$ cat config.mk
export PLATFORM = sky130hd
export DESIGN_NAME = exmem_redirect_buffer
export DESIGN_NICKNAME = d
export VERILOG_FILES = /design/src/rtl/exmem_redirect_buffer.sv
export SDC_FILE = /design/constraint.sdc
export NUM_CORES = 1
export LEC_CHECK = 0
export ABC_AREA = 1
export BUFFER_PORTS_ARGS = -buffer_cell sky130_fd_sc_hd__clkbuf_2
export CAP_MARGIN = 20
export CORE_UTILIZATION = 29
export CTS_BUF_LIST = sky130_fd_sc_hd__clkbuf_8
export DETAILED_ROUTE_END_ITERATION = 8
export PLACE_DENSITY = 0.64
export SYNTH_ARGS = -nofsm -noshare
export SYNTH_HDL_FRONTEND = slang
export SYNTH_SLANG_ARGS = --single-unit
$ cat constraint.sdc
create_clock -name clk -period 1.21 [get_ports clk]
set_input_delay 0.242 -clock clk [delete_from_list [all_inputs] [get_ports clk]]
set_output_delay 0.242 -clock clk [all_outputs]
set_load 0.005 [all_outputs]
$ cat src/rtl/exmem_redirect_buffer.sv
// EX/MEM pipeline register that also resolves branches/jumps, drives the fetch
// redirect and squashes a configurable number of wrong-path instructions.
module exmem_redirect_buffer #(
  parameter int REG_WIDTH    = 4,
  parameter int BIT_WIDTH    = 32,
  parameter int FLUSH_CYCLES = 1,
  parameter int CNT_WIDTH    = 3
) (
  input  logic                 clk,
  input  logic                 rst,
  input  logic                 stall,
  input  logic                 validIn,
  input  logic [REG_WIDTH-1:0] nextDrIn,
  input  logic [BIT_WIDTH-1:0] dFromAlu,
  input  logic [BIT_WIDTH-1:0] sr2FromAlu,
  input  logic [BIT_WIDTH-1:0] branchIn,
  input  logic [BIT_WIDTH-1:0] pcIn,
  input  logic                 memtoRegIn,
  input  logic                 memWriteIn,
  input  logic                 regWriteIn,
  input  logic                 isBranch,
  input  logic                 isJal,
  output logic                 validOut,
  output logic [REG_WIDTH-1:0] nextDrOut,
  output logic [BIT_WIDTH-1:0] aluOut,
  output logic [BIT_WIDTH-1:0] sr2Out,
  output logic [BIT_WIDTH-1:0] pcOut,
  output logic                 memtoReg,
  output logic                 memWrite,
  output logic                 regWrite,
  output logic                 redirect,
  output logic [BIT_WIDTH-1:0] redirectPc,
  output logic                 jal,
  output logic                 flush,
  output logic [CNT_WIDTH-1:0] squashCnt
);

  logic                 r_vld_p1;
  logic [REG_WIDTH-1:0] r_dr_p1;
  logic [BIT_WIDTH-1:0] r_alu_p1;
  logic [BIT_WIDTH-1:0] r_sr2_p1;
  logic [BIT_WIDTH-1:0] r_pc_p1;
  logic                 r_m2r_p1;
  logic                 r_mw_p1;
  logic                 r_rw_p1;
  logic                 r_redir_p1;
  logic [BIT_WIDTH-1:0] r_redir_pc_p1;
  logic                 r_jal_p1;
  logic [CNT_WIDTH-1:0] r_squash_cnt;

  logic w_squashing;
  logic w_take;

  // Wrong-path instructions inside the window may not start a new redirect.
  assign w_squashing = (r_squash_cnt != '0);
  assign w_take      = validIn & ~w_squashing & (isJal | (isBranch & dFromAlu[0]));

  // EX -> MEM stage boundary
  always_ff @(posedge clk) begin
    if (rst) begin
      r_vld_p1      <= 1'b0;
      r_dr_p1       <= '0;
      r_alu_p1      <= '0;
      r_sr2_p1      <= '0;
      r_pc_p1       <= '0;
      r_m2r_p1      <= 1'b0;
      r_mw_p1       <= 1'b0;
      r_rw_p1       <= 1'b0;
      r_redir_p1    <= 1'b0;
      r_redir_pc_p1 <= '0;
      r_jal_p1      <= 1'b0;
      r_squash_cnt  <= '0;
    end else if (!stall) begin
      r_dr_p1  <= nextDrIn;
      r_alu_p1 <= dFromAlu;
      r_sr2_p1 <= sr2FromAlu;
      r_pc_p1  <= pcIn;
      r_m2r_p1 <= memtoRegIn;
      if (w_squashing) begin
        r_vld_p1 <= 1'b0;
        r_mw_p1  <= 1'b0;
        r_rw_p1  <= 1'b0;
      end else begin
        r_vld_p1 <= validIn;
        r_mw_p1  <= memWriteIn & validIn;
        r_rw_p1  <= regWriteIn & validIn;
      end
      if (w_take) begin
        r_redir_p1    <= 1'b1;
        r_jal_p1      <= isJal;
        r_redir_pc_p1 <= isJal ? dFromAlu : branchIn;
        r_squash_cnt  <= CNT_WIDTH'(FLUSH_CYCLES);
      end else begin
        r_redir_p1   <= 1'b0;
        r_jal_p1     <= 1'b0;
        r_squash_cnt <= w_squashing ? (r_squash_cnt - 1'b1) : '0;
      end
    end
  end

  assign validOut   = r_vld_p1;
  assign nextDrOut  = r_dr_p1;
  assign aluOut     = r_alu_p1;
  assign sr2Out     = r_sr2_p1;
  assign pcOut      = r_pc_p1;
  assign memtoReg   = r_m2r_p1;
  assign memWrite   = r_mw_p1;
  assign regWrite   = r_rw_p1;
  assign redirect   = r_redir_p1;
  assign redirectPc = r_redir_pc_p1;
  assign jal        = r_jal_p1;
  assign flush      = w_squashing;
  assign squashCnt  = r_squash_cnt;

endmodule

==> out/metrics.yaml, run 1 <==
run_status:
  status: "finished with violations"
  violations: "negative setup slack"
timing:
  fin_hold_ws_ns: 0.0350
  period_share_pct: 117
  setup_viol: 38
  timing.fmax_mhz: 709
  final.min_clock_period_ns: 1.41
  setup_slack_ns: -0.200
  slew_violations: 0
  rsz0062_at_grt: "yes"
  fin_worst_skew_ns: 0.00468
  worst_pin_slew_ns: 0.376
  hold_viol_final: 0
  maxSlewHeadroom_pct: 74.7
synthesis:
  synth_top_family_by_area: "simple AND/OR/NAND/NOR gates"
  ys_types: 20
  synth_edf_count: 0
  synthMuxAreaShare_pct: 0
  synth_compound_area_share_pct: 14.5
  synth-seq-cells: 141
  yosysTopAreaCell: "dfxtp_1"
  synth_fa_ha_area_share_pct: 0
  synth_cells: 727
  syn_avg_cell_area_um2: 7.54
  ys_warn_count: 0
  synth-xor-area-share_pct: 0
  yosysSeqAreaShare_pct: 51.5
  syn_nets: 868
  ys.flop_type: "dfxtp_1"
  ys_async_sr_fraction_pct: 0
  yosys.area_share.simple_pct: 28.3
  synthTopCellsByArea: "dfxtp_1 (52%), nor2_1 (18%), o21ai_0 (9.3%)"
  yosysTopAreaCellShare_pct: 51.5
  netlist_area_mm2: 0.00548
place:
  io_buffers: 282
  post-place-ws_ns: -0.0619
  gp_congestion: 0.759
  dpl.hpwl_um: 12200
cells_and_area:
  final_util_pct: 45.2
  syn_to_final_growth_pct: 50.6
  drive_above_1_share_pct: 45.4
  nNetsFinal: 1158
  diodes: 0
critical_path:
  cp.required_ns: 0.97
  crit_path_end_kind: "output port"
  reg2reg_depth: 9
  slowest_stage: "dfxtp_2"
  r2r-start: "squashCnt[1]"
  critPathKind: "flop to output port"
  crit_fanout: 2
  reg2reg_setup_slack_ns: -0.18
  crit_start: "squashCnt[1]"
  critPathLaunchType: "flop"
  critPathMostFrequentCell: "buf_6"
  endpoint: "flush"
  max_stage_delay_ns: 0.34
  reg2reg_to: "redirectPc[7]"
  cp_cell_sequence: "nor2_4 -> buf_6 -> nand2_2 -> buf_6"
  cp.arrival_ns: 1.17
clocking:
  cts_sinks: 141
  clk_latency_ns: 0.44
  cts_made_buffers: 17
  cts_root_buf: "clkbuf_8"
  clockBufferDepth: 2
  cts-htree-levels: 4
  cts_tree: "done"
  clkTransAtPathRegs_ns: 0.08
grt:
  gr-total-overflow: 0
  grtUsageTotal_pct: 17.8
  grt_max_degree: 69
  grt_pass1_wl_um: 27200
  grt_pass1_vias: 5378
  antenna_found_initial: 0
detailed_routing:
  wl_um: 17700
  firstDrtPassIters: 4
  drt_iter0_drc: 264
  drc_errors: 0
  vias: 5673
  viasPerCell: 4.51
  antenna_left: 0
  wl_per_cell_um: 14.1
floorplan:
  die_h_um: 139
  core_area_mm2: 0.0183
  dieArea_mm2: 0.0195
  num_rows: 49
  die_w_um: 139
  start_util_pct: 30.0
  ios: 283
min_path:
  min_path_type: "primary input to flop"
  min_path_cells: 3
power:
  p_leak_uw: 0.00398
  p_per_area_mw_per_mm2: 1340
  ir_drop_mv: 0.635
job:
  drv_cap: 0
[worst min path at each step]
stage | startpoint | endpoint
after floorplan | rst | jal
after global placement | regWrite | regWrite
after detailed placement | memWrite | memWrite
after CTS | pcIn[30] | pcOut[30]
after global routing | pcIn[11] | pcOut[11]
final | pcIn[22] | pcOut[22]
[kinds of logic (layout without fill, tap and decap cells)]
| group | after synthesis | count (layout) |
|---|---|---|
| compound gates | 141 | 141 |
| buf+inv | 60 | 362 |
| flops | 141 | 141 |
| simple gates | 385 | 385 |
[layer usage]
layer	vias up	track usage (%)	part of all wire, %
li1	2905	-	-
met1	2558	21.6	44
met4	0	7.37	2.0
met2	187	29.2	47
met3	23	5.40	6.4
met5	-	0	0
[power by group]
group          switching, uW  internal (uW)  leakage, uW
Clock                   1920           2230     0.000217
Sequential               159           4970      0.00118
Combinational            922            851      0.00258
Total                   3000           8050      0.00398
[registers in the layout, summed over array words and instances, names as in the netlist]
name / count
redirect: 1
aluOut: 32
nextDrOut: 4
memtoReg: 1
redirectPc: 32
memWrite: 1
validOut: 1
pcOut: 32
regWrite: 1
sr2Out: 32
squashCnt: 3
jal: 1
[cell usage in the layout (no fill, tap or decap), types with 2 or more instances in the layout]
cell / instances
a21boi_0: 27
a21boi_1: 5
a21oi_1: 3
a21oi_2: 3
buf_12: 13
buf_4: 17
buf_6: 10
bufinv_16: 3
clkbuf_16: 4
clkbuf_2: 277
clkbuf_8: 20
clkinv_2: 2
clkinv_4: 2
dfxtp_1: 90
dfxtp_2: 51
inv_2: 2
inv_4: 2
inv_6: 5
nand2_1: 70
nand2_2: 7
nand3_1: 2
nand3_2: 28
nand3_4: 4
nor2_1: 259
nor2_2: 8
nor2_4: 3
nor3_1: 2
o21ai_0: 102
[per-stage QoR]
step / area (um2) / power (uW) / TNS (ns) / instances
CTS: 7850 / 11100 / -5.77 / 1254
global placement: 7270 / 6770 / -0.164 / 1214
global route: 8250 / 11600 / -7.89 / 1258
floorplan: 5480 / 5960 / 0 / 727
detailed placement: 7270 / 6800 / -0.387 / 1214
finish: 8250 / 11000 / -5.00 / 1258
[synth_stat cells (4+ instances only)]
cell        n
a21boi_0   27
a21boi_1    5
a21oi_1     6
buf_2      25
buf_6       7
clkbuf_1   21
dfxtp_1   141
inv_1       4
nand2_1    77
nand3_1    33
nor2_1    262
nor2_2      5
o21ai_0   102
[worst max-delay path, delay by kind of cell (launching register included)]
family / cells / cell delay (ns)
simple gates: 2 / 0.17
flops: 1 / 0.34
buf+inv: 2 / 0.23
[final cells by class]
class,instances,area [um2]
clock buffer,20,275
sequential,141,2890
tap,229,287
inverter,7,37.5
multi-input combinational,526,2570
fill,1863,10000
timing repair buffer,324,2040
clock inverter,11,155
[repair_timing]
action                                  4_1_cts  5_1_grt
endpoints found under the hold margin         1        0
hold buffers                                  1        0
setup buffers                                 7        2
endpoints found under the setup margin       39       88
resized for setup                            16      108
pin swaps                                     1       22
gates cloned                                  1        4
No activity file was read; power rests on OpenSTA's default activity.
==> run 2: changes to the inputs <==
Settings changed: REMOVE_ABC_BUFFERS from default to 1.
==> run 2 against run 1 <==
  * The run still ends with negative setup slack left
  * Final area fell by 2.0%
  * Core utilization down 0.88 points
  * Worst hold slack worse by 0.0013 ns
  * Wire length decreased by 0.63%
  * Clock skew up 0.0048 ns
  * Combinational power decreased by 3%
  * Die area stayed put
  * Non-clock buffer count grew 6
  * Cell count grew 0.64%
  * Clock-buffer cell count is 2 lower
  * First-iteration DRC count down 25%
  * Critical endpoint is now redirectPc[16]
  * Largest cell class unchanged
==> out/metrics.yaml, run 2 (synthesized netlist as in run 1, its figures left out) <==
critical_path:
  reg2reg_to: "redirectPc[16]"
  r2r-start: "squashCnt[0]"
  crit_fanout: 6  # +4
  critPathKind: "flop to flop"
  slowest_stage: "dfxtp_2"
  max_stage_delay_ns: 0.34  # about the same
  crit_path_end_kind: "flop"
  cp.arrival_ns: 1.77  # +0.60 ns
  reg2reg_setup_slack_ns: -0.23  # -0.05 ns
  reg2reg_depth: 10  # +1
  critPathLaunchType: "flop"
  cp_cell_sequence: "nor2_4 -> buf_6 -> buf_6 -> nand3_4 -> nor2_4 -> buf_12 -> clkbuf_16 -> nand3_2 -> nand2_2 -> nor2_2"
  cp.required_ns: 1.54  # +0.57 ns
detailed_routing:
  wl_per_cell_um: 13.9  # -1.3%
  wl_um: 17600  # -0.63%
  firstDrtPassIters: 6  # +2
  drc_errors: 0  # unchanged
  viasPerCell: 4.51  # about the same
  drt_iter0_drc: 198  # -25%
  vias: 5712  # +0.69%
  antenna_left: 0  # unchanged
grt:
  antenna_found_initial: 0  # unchanged
  grt_max_degree: 100  # +45%
  grtUsageTotal_pct: 17.6  # -0.19 points
  grt_pass1_wl_um: 27200  # -0.23%
  gr-total-overflow: 0  # unchanged
  grt_pass1_vias: 5406  # +0.52%
timing:
  maxSlewHeadroom_pct: 64.1  # -11 points
  final.min_clock_period_ns: 1.44  # +0.0284 ns
  setup_viol: 42  # +11%
  period_share_pct: 119  # +2.3 points
  setup_slack_ns: -0.228  # -0.0284 ns
  timing.fmax_mhz: 695  # -2.0%
  slew_violations: 0  # unchanged
  fin_hold_ws_ns: 0.0337  # -0.00130 ns
  worst_pin_slew_ns: 0.538  # +0.163 ns
  hold_viol_final: 0  # unchanged
  rsz0062_at_grt: "yes"
  fin_worst_skew_ns: 0.00947  # +0.00479 ns
  tns_ns: -7.53  # -2.53 ns
clocking:
  clk_latency_ns: 0.43  # about the same
  cts_root_buf: "clkbuf_8"
  cts_made_buffers: 17  # unchanged
  clockBufferDepth: 2  # unchanged
  cts_sinks: 141  # unchanged
  clkTransAtPathRegs_ns: 0.09  # about the same
  cts-htree-levels: 4  # unchanged
  cts_tree: "done"
floorplan:
  dieArea_mm2: 0.0195  # unchanged
  start_util_pct: 30.0  # unchanged
  num_rows: 49  # unchanged
  die_h_um: 139  # unchanged
  ios: 283  # unchanged
  die_w_um: 139  # unchanged
  core_area_mm2: 0.0183  # unchanged
run_status:
  status: "finished with violations"
  violations: "negative setup slack"
cells_and_area:
  mostFrequentLayoutCells: "clkbuf_2 (277), nor2_1 (261), dfxtp_1 (109), o21ai_0 (102), nand2_1 (71)"
  drive_above_1_share_pct: 41.9  # -3.4 points
  final_util_pct: 44.3  # -0.88 points
  fillerInstances: 1872  # +0.48%
  diodes: 0  # unchanged
  syn_to_final_growth_pct: 47.6
  final_common_cell: "clkbuf_2"
  nNetsFinal: 1165  # +0.60%
min_path:
  whs_endpoint: "pcOut[14]"
  min_path_type: "primary input to flop"
  min_from: "pcIn[14]"
  min_path_cells: 3  # unchanged
place:
  post-place-ws_ns: -0.334  # -0.272 ns
  gp_congestion: 0.784  # +3.3%
  dpl.hpwl_um: 11600  # -4.7%
  io_buffers: 282  # unchanged
power:
  finalPower_uw: 10800  # -1.9%
  p_leak_uw: 0.00395  # -0.82%
  ir_drop_mv: 0.746  # +18%
  p_per_area_mw_per_mm2: 1340  # about the same
job:
  drv_cap: 0  # unchanged
run 2: cell types whose count changed in the layout (fill, tap and decap cells not counted), sizes merged:
cell,previous run,this run
buf,42,46
clkbuf,301,298
clkinvlp,1,4
dlygate4sd3,1,4
clkinv,4,5
inv,10,9
nor2,270,271
run 2: worst max-delay path by stage:
stage                             from        endpoint  slack [ns]  cells after the start
after floorplan                  stall  redirectPc[12]       -0.61                      5
after global placement           stall        redirect       -0.33                      6
after detailed placement  squashCnt[0]  redirectPc[12]       -0.33                      5
after CTS                 squashCnt[1]           flush       -0.19                      4
after global routing      squashCnt[0]  redirectPc[16]       -0.29                     10
final                     squashCnt[0]  redirectPc[16]       -0.23                     10
run 2: final cells by class:
cell class                      instances  area, um2  area share, %
Tap cell                              229        287           3.54
Inverter                                7       32.5          0.402
Clock buffer                           18        248           3.06
Multi-Input combinational cell        527       2490           30.8
Timing Repair Buffer                  330       2000           24.7
Clock inverter                         14        169           2.09
Sequential cell                       141       2870           35.4
run 2: per-layer routing:
layer	global-route usage [%]	wire (um)
met4	6.73	398
met1	20.4	7610
met2	31.0	8710
met5	0	0
met3	4.51	882
run 2: timing repair:
action / in CTS / in global routing
hold buffers: 4 / 0
resized for setup: 14 / 71
setup buffers: 7 / 8
endpoints found under the hold margin: 4 / 0
setup endpoints to repair: 39 / 68
pin swaps: 4 / 12
cloned: 1 / 3
run 2: through the flow:
step	instance area [um2]	cells
after floorplan	5200	674
after CTS	7760	1256
after detailed placement	7190	1212
after global placement	7190	1212
final	8090	1266
after global routing	8090	1266
run 2: where the power goes:
part	internal [uW]	switching (uW)	leakage, uW
Combinational	818	890	0.00257
Clock	2100	1920	0.000203
Sequential	4960	155	0.00118
run 2: critical path, delay by kind of cell (launching register included):
family                 cells  cell delay [ns]
buffers and inverters      4             0.51
and+or+nand+nor            6             0.48
DFF                        1             0.34
==> run 3: changes to the inputs <==
Settings changed: CELL_PAD_IN_SITES_DETAIL_PLACEMENT from default to 2, CELL_PAD_IN_SITES_GLOBAL_PLACEMENT from default to 2, CORE_UTILIZATION 29 to 22, MAX_ROUTING_LAYER from default to met4, PLACE_DENSITY 0.64 to 0.85, REMOVE_ABC_BUFFERS 1 to default.
==> run 3 against run 2 <==
  * The flow still finishes with violations (negative setup slack)
  * Worst hold slack better by 0.0013 ns
  * Cell count rose by 7.3%
  * Non-clock buffer count shrank 1
  * Critical path depth fell by 6
  * Largest power group unchanged
  * Highest routed layer unchanged
==> out/metrics.yaml, run 3 (synthesized netlist as in run 1, its figures left out) <==
clocking:
  clk_latency_ns: 0.44  # about the same
  cts_sinks: 141  # unchanged
  clockBufferDepth: 2  # unchanged
  cts_root_buf: "clkbuf_8"
  cts-htree-levels: 4  # unchanged
  clkTransAtPathRegs_ns: 0.09  # about the same
  cts_tree: "done"
  cts_made_buffers: 17  # unchanged
cells_and_area:
  final_area_mm2: 0.00834  # +3.0%
  mostFrequentLayoutCells: "nor2_1 (262), clkbuf_2 (261), o21ai_0 (102), dfxtp_2 (96), nand2_1 (75)"
  diodes: 0  # unchanged
  syn_to_final_growth_pct: 52.1
  drive_above_1_share_pct: 46.3  # +4.3 points
  nNetsFinal: 1163  # -0.17%
  stdcell_count: 1359  # +7.3%
  final_common_cell: "nor2_1"
critical_path:
  critPathKind: "flop to output port"
  reg2reg_to: "redirectPc[13]"
  cp.arrival_ns: 1.17  # -0.60 ns
  cp_cell_sequence: "nor2_4 -> buf_6 -> nand2_4 -> buf_8"
  crit_fanout: 2  # -4
  max_stage_delay_ns: 0.34  # about the same
  reg2reg_setup_slack_ns: -0.19  # +0.04 ns
  critPathLaunchType: "flop"
  slowest_stage: "dfxtp_2"
  crit_path_end_kind: "output port"
  cp.required_ns: 0.97  # -0.57 ns
  reg2reg_depth: 9  # -1
  r2r-start: "squashCnt[0]"
floorplan:
  ios: 283  # unchanged
  dieArea_mm2: 0.0255  # +31%
  start_util_pct: 22.5  # -7.5 points
  die_w_um: 160  # +15%
  die_h_um: 160  # +15%
  core_area_mm2: 0.0244  # +34%
  num_rows: 57  # +16%
grt:
  grt_max_degree: 56  # -44%
  antenna_found_initial: 0  # unchanged
  gr-total-overflow: 0  # unchanged
  grtUsageTotal_pct: 18.6  # +0.99 points
  grt_pass1_vias: 6521  # +21%
  grt_pass1_wl_um: 35900  # +32%
detailed_routing:
  vias: 6036  # +5.7%
  antenna_left: 0  # unchanged
  viasPerCell: 4.44  # -1.6%
  wl_um: 23400  # +33%
  drt_iter0_drc: 277  # +40%
  drc_errors: 0  # unchanged
  wl_per_cell_um: 17.2  # +24%
  firstDrtPassIters: 5  # -1
min_path:
  min_path_type: "primary input to flop"
  whs_endpoint: "sr2Out[28]"
  min_path_cells: 3  # unchanged
  min_from: "sr2FromAlu[28]"
power:
  ir_drop_mv: 0.635  # -15%
  p_per_area_mw_per_mm2: 1360  # +1.4%
  p_leak_uw: 0.00402  # +1.7%
  finalPower_uw: 11300  # +4.5%
timing:
  rsz0062_at_grt: "yes"
  setup_viol: 41  # -2.4%
  fin_worst_skew_ns: 0.0127  # +0.00318 ns
  final.min_clock_period_ns: 1.41  # -0.0272 ns
  tns_ns: -5.68  # +1.85 ns
  worst_pin_slew_ns: 0.272  # -0.266 ns
  maxSlewHeadroom_pct: 81.7  # +18 points
  setup_slack_ns: -0.201  # +0.0272 ns
  timing.fmax_mhz: 709  # +1.9%
  period_share_pct: 117  # -2.2 points
  hold_viol_final: 0  # unchanged
  slew_violations: 0  # unchanged
place:
  dpl.hpwl_um: 16600  # +43%
  gp_congestion: 0.752  # -4.2%
  placed_area_mm2: 0.00746  # +3.7%
  post-place-ws_ns: -0.0864  # +0.248 ns
  io_buffers: 282  # unchanged
  dp_cells: 1315  # +8.5%
run_status:
  violations: "negative setup slack"
  status: "finished with violations"
job:
  drv_cap: 0  # unchanged
-- run 3: cell types whose count changed in the layout (fill, tap and decap cells not counted), sizes merged --
cell,before,now
inv,9,11
bufinv,3,4
clkinv,5,3
clkbuf,298,281
buf,46,65
dlygate4sd3,4,1
clkinvlp,4,3
nor2,271,270
-- run 3: worst max path at each step --
stage,start,to,cells past startpoint
2_1_floorplan,squashCnt[0],redirectPc[28],7
3_3_place_gp,squashCnt[0],jal,7
3_5_place_dp,squashCnt[0],redirect,7
4_1_cts,squashCnt[1],flush,4
5_1_grt,squashCnt[0],flush,4
6_report,squashCnt[0],flush,4
-- run 3: repair_timing --
item / in CTS / in global routing
endpoints found under the hold margin: 0 / 1
setup endpoints to repair: 50 / 133
resized for setup: 36 / 116
pin swaps: 2 / 4
hold buffers: 0 / 1
gates cloned: 2 / 2
buffers inserted: 7 / 1
-- run 3: worst max-delay path: cells and delay by family, from the launching register on --
family	cells	cell delay [ns]
flops	1	0.34
buf+inv	2	0.23
simple gates	2	0.16
-- run 3: layout make-up --
cell class                      count  area (um2)
Inverter                            7        33.8
Fill cell                        2889       16100
Clock buffer                       18         248
Sequential cell                   141        2940
Tap cell                          324         405
Multi-Input combinational cell    526        2380
Timing Repair Buffer              329        2140
Clock inverter                     14         191
-- run 3: layer usage --
layer,track usage [%],wire length [um]
met4,4.85,378
met5,-,0
met1,20.7,9780
met2,32.8,12100
met3,4.75,1080
-- run 3: metrics by stage --
| step | utilization, % | hold slack, ns |
|---|---|---|
| final | 34.2 | 0.0350 |
| after global routing | 34.2 | -0.000115 |
| after CTS | 33.2 | 0.000639 |
| after detailed placement | 30.6 | 0.469 |
| after global placement | 30.6 | 0.452 |
| after floorplan | - | 0.311 |
-- run 3: power breakdown --
part           internal (uW)  total (uW)  switching [uW]
Sequential              4990        5160             174
Clock                   2310        4330            2010
Combinational            873        1840             962
